$ cat src/rtl/ascon_permutation_ctrl.sv
// Iterative ASCON permutation: one round (pc -> ps -> pl) per clock over the 320-bit state,
// with a start/done handshake and a round counter that always finishes at constant index 11.

package ascon_permutation_ctrl_pkg;
  localparam int unsigned WORD_W    = 64;
  localparam int unsigned NUM_WORDS = 5;

  // Word 0 is x0, word 4 is x4; bit 63 is the MSB of each word.
  typedef logic [NUM_WORDS-1:0][WORD_W-1:0] type_state;
endpackage

// 64 parallel 5-bit ASCON sboxes; column i is {x0[i], x1[i], x2[i], x3[i], x4[i]} with x0 as MSB.
module substitution_layer
  import ascon_permutation_ctrl_pkg::*;
(
  input  type_state din,
  output type_state dout
);
  localparam logic [4:0] SBOX [32] = '{
    5'h04, 5'h0b, 5'h1f, 5'h14, 5'h1a, 5'h15, 5'h09, 5'h02,
    5'h1b, 5'h05, 5'h08, 5'h12, 5'h1d, 5'h03, 5'h06, 5'h1c,
    5'h1e, 5'h13, 5'h07, 5'h0e, 5'h00, 5'h0d, 5'h11, 5'h18,
    5'h10, 5'h0c, 5'h01, 5'h19, 5'h16, 5'h0a, 5'h0f, 5'h17
  };

  for (genvar i = 0; i < int'(WORD_W); i++) begin : g_col
    logic [4:0] col_in;
    logic [4:0] col_out;
    assign col_in     = {din[0][i], din[1][i], din[2][i], din[3][i], din[4][i]};
    assign col_out    = SBOX[col_in];
    assign dout[0][i] = col_out[4];
    assign dout[1][i] = col_out[3];
    assign dout[2][i] = col_out[2];
    assign dout[3][i] = col_out[1];
    assign dout[4][i] = col_out[0];
  end
endmodule

module ascon_permutation_ctrl
  import ascon_permutation_ctrl_pkg::*;
#(
  parameter int unsigned MAX_ROUNDS = 12
) (
  input  logic       clock_i,
  input  logic       resetb_i,
  input  logic       start_i,
  input  logic [3:0] rounds_i,
  input  type_state  state_i,
  output type_state  state_o,
  output logic       busy_o,
  output logic       done_o
);
  localparam int unsigned RC_W    = 4;
  localparam logic [RC_W-1:0] MAX_R   = RC_W'(MAX_ROUNDS);
  localparam logic [RC_W-1:0] RC_LAST = RC_W'(MAX_ROUNDS - 1);

  typedef enum logic [1:0] {IDLE, RUN, DONE} fsm_t;

  fsm_t            fsm_q, fsm_d;
  logic [RC_W-1:0] rc_q, rc_d;
  logic [RC_W-1:0] rounds_n;
  logic [RC_W-1:0] rc_start;
  type_state       state_d;
  type_state       pc_state;
  type_state       ps_state;
  type_state       round_out;
  logic            busy_d;
  logic            done_d;

  function automatic logic [WORD_W-1:0] ror(input logic [WORD_W-1:0] x, input int unsigned n);
    return (x >> n) | (x << (WORD_W - n));
  endfunction

  // Out-of-range round requests run the full permutation.
  always_comb begin
    rounds_n = rounds_i;
    if (rounds_i == '0 || rounds_i > MAX_R) rounds_n = MAX_R;
    rc_start = MAX_R - rounds_n;
  end

  // Constant addition into the low byte of x2.
  always_comb begin
    pc_state       = state_o;
    pc_state[2][7:0] = state_o[2][7:0] ^ {~rc_q, rc_q};
  end

  substitution_layer u_sbox (
    .din  (pc_state),
    .dout (ps_state)
  );

  // Linear diffusion per word.
  always_comb begin
    round_out[0] = ps_state[0] ^ ror(ps_state[0], 19) ^ ror(ps_state[0], 28);
    round_out[1] = ps_state[1] ^ ror(ps_state[1], 61) ^ ror(ps_state[1], 39);
    round_out[2] = ps_state[2] ^ ror(ps_state[2], 1)  ^ ror(ps_state[2], 6);
    round_out[3] = ps_state[3] ^ ror(ps_state[3], 10) ^ ror(ps_state[3], 17);
    round_out[4] = ps_state[4] ^ ror(ps_state[4], 7)  ^ ror(ps_state[4], 41);
  end

  always_comb begin
    fsm_d   = fsm_q;
    rc_d    = rc_q;
    state_d = state_o;
    case (fsm_q)
      IDLE: begin
        if (start_i) begin
          state_d = state_i;
          rc_d    = rc_start;
          fsm_d   = RUN;
        end
      end
      RUN: begin
        state_d = round_out;
        if (rc_q == RC_LAST) fsm_d = DONE;
        else                 rc_d  = rc_q + RC_W'(1);
      end
      DONE:    fsm_d = IDLE;
      default: fsm_d = IDLE;
    endcase
    busy_d = (fsm_d == RUN);
    done_d = (fsm_d == DONE);
  end

  always_ff @(posedge clock_i or negedge resetb_i) begin
    if (!resetb_i) begin
      fsm_q   <= IDLE;
      rc_q    <= '0;
      state_o <= '0;
      busy_o  <= 1'b0;
      done_o  <= 1'b0;
    end else begin
      fsm_q   <= fsm_d;
      rc_q    <= rc_d;
      state_o <= state_d;
      busy_o  <= busy_d;
      done_o  <= done_d;
    end
  end
endmodule

$ cat config.mk
export PLATFORM = sky130hd
export DESIGN_NAME = ascon_permutation_ctrl
export DESIGN_NICKNAME = d
export VERILOG_FILES = /design/src/rtl/ascon_permutation_ctrl.sv
export SDC_FILE = /design/constraint.sdc
export NUM_CORES = 2
export LEC_CHECK = 0
export BUFFER_PORTS_ARGS = -buffer_cell sky130_fd_sc_hd__buf_4
export CAP_MARGIN = 20
export CORE_ASPECT_RATIO = 1.1
export CORE_UTILIZATION = 25
export DETAILED_ROUTE_END_ITERATION = 10
export GPL_ROUTABILITY_DRIVEN = 0
export SKIP_CTS_REPAIR_TIMING = 1
export SLEW_MARGIN = 20
export SYNTH_ARGS = -nofsm -noshare
export SYNTH_HDL_FRONTEND = slang
export SYNTH_SLANG_ARGS = --single-unit
$ cat constraint.sdc
create_clock -name clock_i -period 2.4 [get_ports clock_i]
set_input_delay 0.12 -clock clock_i [delete_from_list [all_inputs] [get_ports clock_i]]
set_output_delay 0.12 -clock clock_i [all_outputs]
set_load 0.02 [all_outputs]
==> metrics.md <==
| Metric | Value |
|---|---|
| Run status | finished with violations |
| Failing checks | negative hold slack, negative setup slack |
| Input/output buffers | 648 |
| CTS H-tree lvls | 2 |
| Final period utilization | 104% |
| Initial antenna violation count | 15 |
| Pre-antenna DRT Iters | 6 |
| WP data required | 2.95 ns |
| Final WS setup | -0.0983 ns |
| Worst Tran Pin Value | 0.947 ns |
| Slew headroom | 36.2% |
| Drt drc | 0 |
| Ys flop type | dfrtp_1 |
| GRT busiest layer | met2 |
| Setup violations, final | 5 |
| Maxcap violations | 0 |
| GR Overflow Total | 0 |
| Max-slew violation count | 0 |
| CTS max path bufs | 3 |
| Avg Cell Area, Syn | 8.35 sq um |
| Levels on crit path | 9 |
| Mapped Area | 0.0331 sq mm |
| Post-synth EDFFs | 0 |
| Vert. Die Dim | 383 um |
| Core ar. | 0.131 sq mm |
| Cell row count | 139 |
| Crit-path max FO | 4 |
| Cts bufs inserted | 43 |
| Final hold violation count | 6 |
| Reg2reg path depth | 9 |
| Reg-to-Reg End | state_o[89]$_DFFE_PN0P_ |
| CTS Root Cell | clkbuf_16 |
| # IOs | 649 |
| Share of flip-flops with an asynchronous set or reset | 100% |
| Number of global-route vias before repair | 34,096 |
| DIE WIDTH | 349 um |
| First-pass GRT wire length | 277,000 um |
| Mapped Nets | 4,621 |
| R2R Setup Slk | -0.1 ns |
| Max Clock Freq | 0.400 GHz |
| CP Buf/Inv Count | 1 |
| Starting DRT DRC Count | 4,435 |
| Hold EP | state_o[297]$_DFFE_PN0P_ |
| Final antenna-violating net count | 0 |
| Via density | 5.17 |
| Hold path cells | 4 |
| Max incr delay on CP | 0.45 ns |
| Worst-skew pair later-pin latency | 0.64 ns |
| Crit path DAT | 3.05 ns |
| Yosys warnings | 0 |
| Gate count of the mapped netlist | 3,958 |
| Clock slew at reported path FFs | 0.06 ns |
| Met2 usage | 44.7% |
| Startpoint Class | flip-flop |
| Place WS | -0.251 ns |
| Met1 Use GR | 34.1% |
| DRT Wirelength | 210,000 um |
| DR vias | 37,294 |
| Sequential-to-total area share from yosys stat | 24.8% |
| Setup TNS | -0.218 ns |
| WL per Instance | 29.1 um |
| NumNets Final | 6,070 |
| Worst Skew | 0.0357 ns |
| Pin count of the biggest net entering global routing | 72 |
| RSZ-0062 raised after global routing | yes |
| CTS tree | done |
| Worst min path class | in2reg |
| Worst-path cell chain | inv_1 > ha_4 > xor2_1 > and3_1 > a211o_4 > xnor2_1 > xnor2_2 > nor2_2 > a31oi_1 |
| Fraction of layout cells with a size suffix above 1 | 29.2% |
| Slowest CP cell | xnor2_2 |
| Global Route met3 Usage | 11.9% |
| HP Start | state_i[297] |
| Filler Cell Count | 13,397 |
| Synth unique cells | 54 |
| Fin crit period | 2.50 ns |
| TritonCTS sink count | 328 |
| #FFs+latches synth | 328 |
| Area grow syn2layout | 52.2% |
| CP Class | reg2reg |
| CP endpoint kind | flip-flop |
| Final Hold Slack | -0.0281 ns |
| DP HPWL | 174,000 um |
| Die area | 0.134 sq mm |
| Total track usage | 29.9% |
| Worst path top cell family by delay | XOR/XNOR gates |
| Worst r2r src | state_o[278]$_DFFE_PN0P_ |
| Initial Util | 25.3% |
[state kept, by name, indices dropped and copies added, names as in the netlist]
name,flops
fsm_q,2
busy_o,1
rc_q,4
done_o,1
state_o,320
[cell families (layout without fill, tap and decap cells)]
kind of cell,after synthesis,count (layout),share of synthesized area [%]
xor+xnor,911,911,24.5
simple gates,887,887,11.5
compound gates,801,801,14.4
buf+inv,501,1982,6.04
fa+ha+maj,358,358,13.4
flops,328,328,24.8
mux,172,172,5.36
other cells,0,7,0
[worst reg2reg max path, cell delays in order, from the launching register on]
cell and delay [ns]:
dfrtp_1 0.38, inv_1 0.13, ha_4 0.23, xor2_1 0.15, and3_1 0.22, a211o_4 0.38
xnor2_1 0.18, xnor2_2 0.45, nor2_2 0.14, a31oi_1 0.16
[layout make-up]
| type | instances | area (sq um) | area share [%] |
|---|---|---|---|
| inverters | 250 | 947 | 1.88 |
| diodes | 7 | 17.5 | 0.0348 |
| multi-input cells | 3129 | 23700 | 47.1 |
| well taps | 1762 | 2200 | 4.38 |
| repair buffers | 1655 | 13800 | 27.4 |
| clock buffers | 63 | 1270 | 2.53 |
| flip-flops and latches | 328 | 8230 | 16.4 |
| clock inverters | 14 | 180 | 0.358 |
[cell usage after synthesis (3+ instances only)]
| cell | instances | area share, % |
|---|---|---|
| or3_1 | 22 | 0.42 |
| o221ai_1 | 6 | 0.16 |
| maj3_1 | 22 | 0.67 |
| o21ai_0 | 218 | 3.3 |
| a31oi_1 | 85 | 1.6 |
| o311ai_0 | 9 | 0.24 |
| a211oi_1 | 18 | 0.41 |
| o21ai_1 | 58 | 0.88 |
| a21o_1 | 18 | 0.41 |
| mux2i_1 | 166 | 5.0 |
| or2_1 | 3 | 0.057 |
| a211o_1 | 18 | 0.48 |
| nor2b_1 | 26 | 0.49 |
| xor2_1 | 273 | 7.2 |
| nand3_1 | 45 | 0.68 |
| xnor2_1 | 625 | 17 |
| buf_2 | 87 | 1.3 |
| nor2_1 | 272 | 3.1 |
| mux2i_2 | 3 | 0.12 |
| ha_1 | 336 | 13 |
| o22a_1 | 9 | 0.24 |
| xor2_2 | 5 | 0.25 |
| a21oi_1 | 185 | 2.8 |
| inv_1 | 249 | 2.8 |
| nor3_1 | 105 | 1.6 |
| nand2_1 | 356 | 4.0 |
| clkbuf_1 | 144 | 1.6 |
| o31ai_1 | 3 | 0.068 |
| o211ai_1 | 65 | 1.5 |
| a32oi_1 | 3 | 0.080 |
| o22ai_1 | 50 | 0.95 |
| a22oi_1 | 46 | 1.0 |
| dfrtp_1 | 328 | 25 |
| nand2b_1 | 18 | 0.34 |
| and3_1 | 36 | 0.68 |
| buf_1 | 18 | 0.20 |
| xnor2_2 | 6 | 0.30 |
[stage by stage]
stage	hold WS, ns	instance area [sq um]	utilization, %	instances
floorplan	-0.176	33100	-	3958
global placement	0.0977	44700	34.1	6782
detailed placement	0.0996	44700	34.1	6782
CTS	-0.551	46100	35.3	6859
global route	-0.000347	50300	38.5	7204
finish	-0.0281	50300	38.5	7208
[metal layers]
metal / part of all wire (%) / wire length (um)
met1: 35 / 74100
met2: 42 / 88500
met3: 13 / 27600
met4: 9.3 / 19400
met5: 0.084 / 176
[cells in the final DEF, fill, tap and decap left out, drive strengths merged, types with 249 or more instances in the layout]
cell type,n
nor2,272
o21ai,276
buf,1345
dlygate4sd3,309
dfrtp,328
xnor2,632
ha,336
inv,249
xor2,278
nand2,356
[worst max-delay path by stage]
stage | from | end | slack, ns
3_3_place_gp | state_o[234]$_DFFE_PN0P_ | state_o[109]$_DFFE_PN0P_ | -0.23
4_1_cts | state_o[234]$_DFFE_PN0P_ | state_o[109]$_DFFE_PN0P_ | -0.27
5_1_grt | state_o[278]$_DFFE_PN0P_ | state_o[89]$_DFFE_PN0P_ | -0.12
6_report | state_o[278]$_DFFE_PN0P_ | state_o[89]$_DFFE_PN0P_ | -0.1
3_5_place_dp | state_o[234]$_DFFE_PN0P_ | state_o[109]$_DFFE_PN0P_ | -0.25
2_1_floorplan | state_o[201]$_DFFE_PN0P_ | state_o[73]$_DFFE_PN0P_ | 0.04
Power is not shown: default switching activity piles up to over one toggle a cycle in this logic, so the estimate is an artifact.
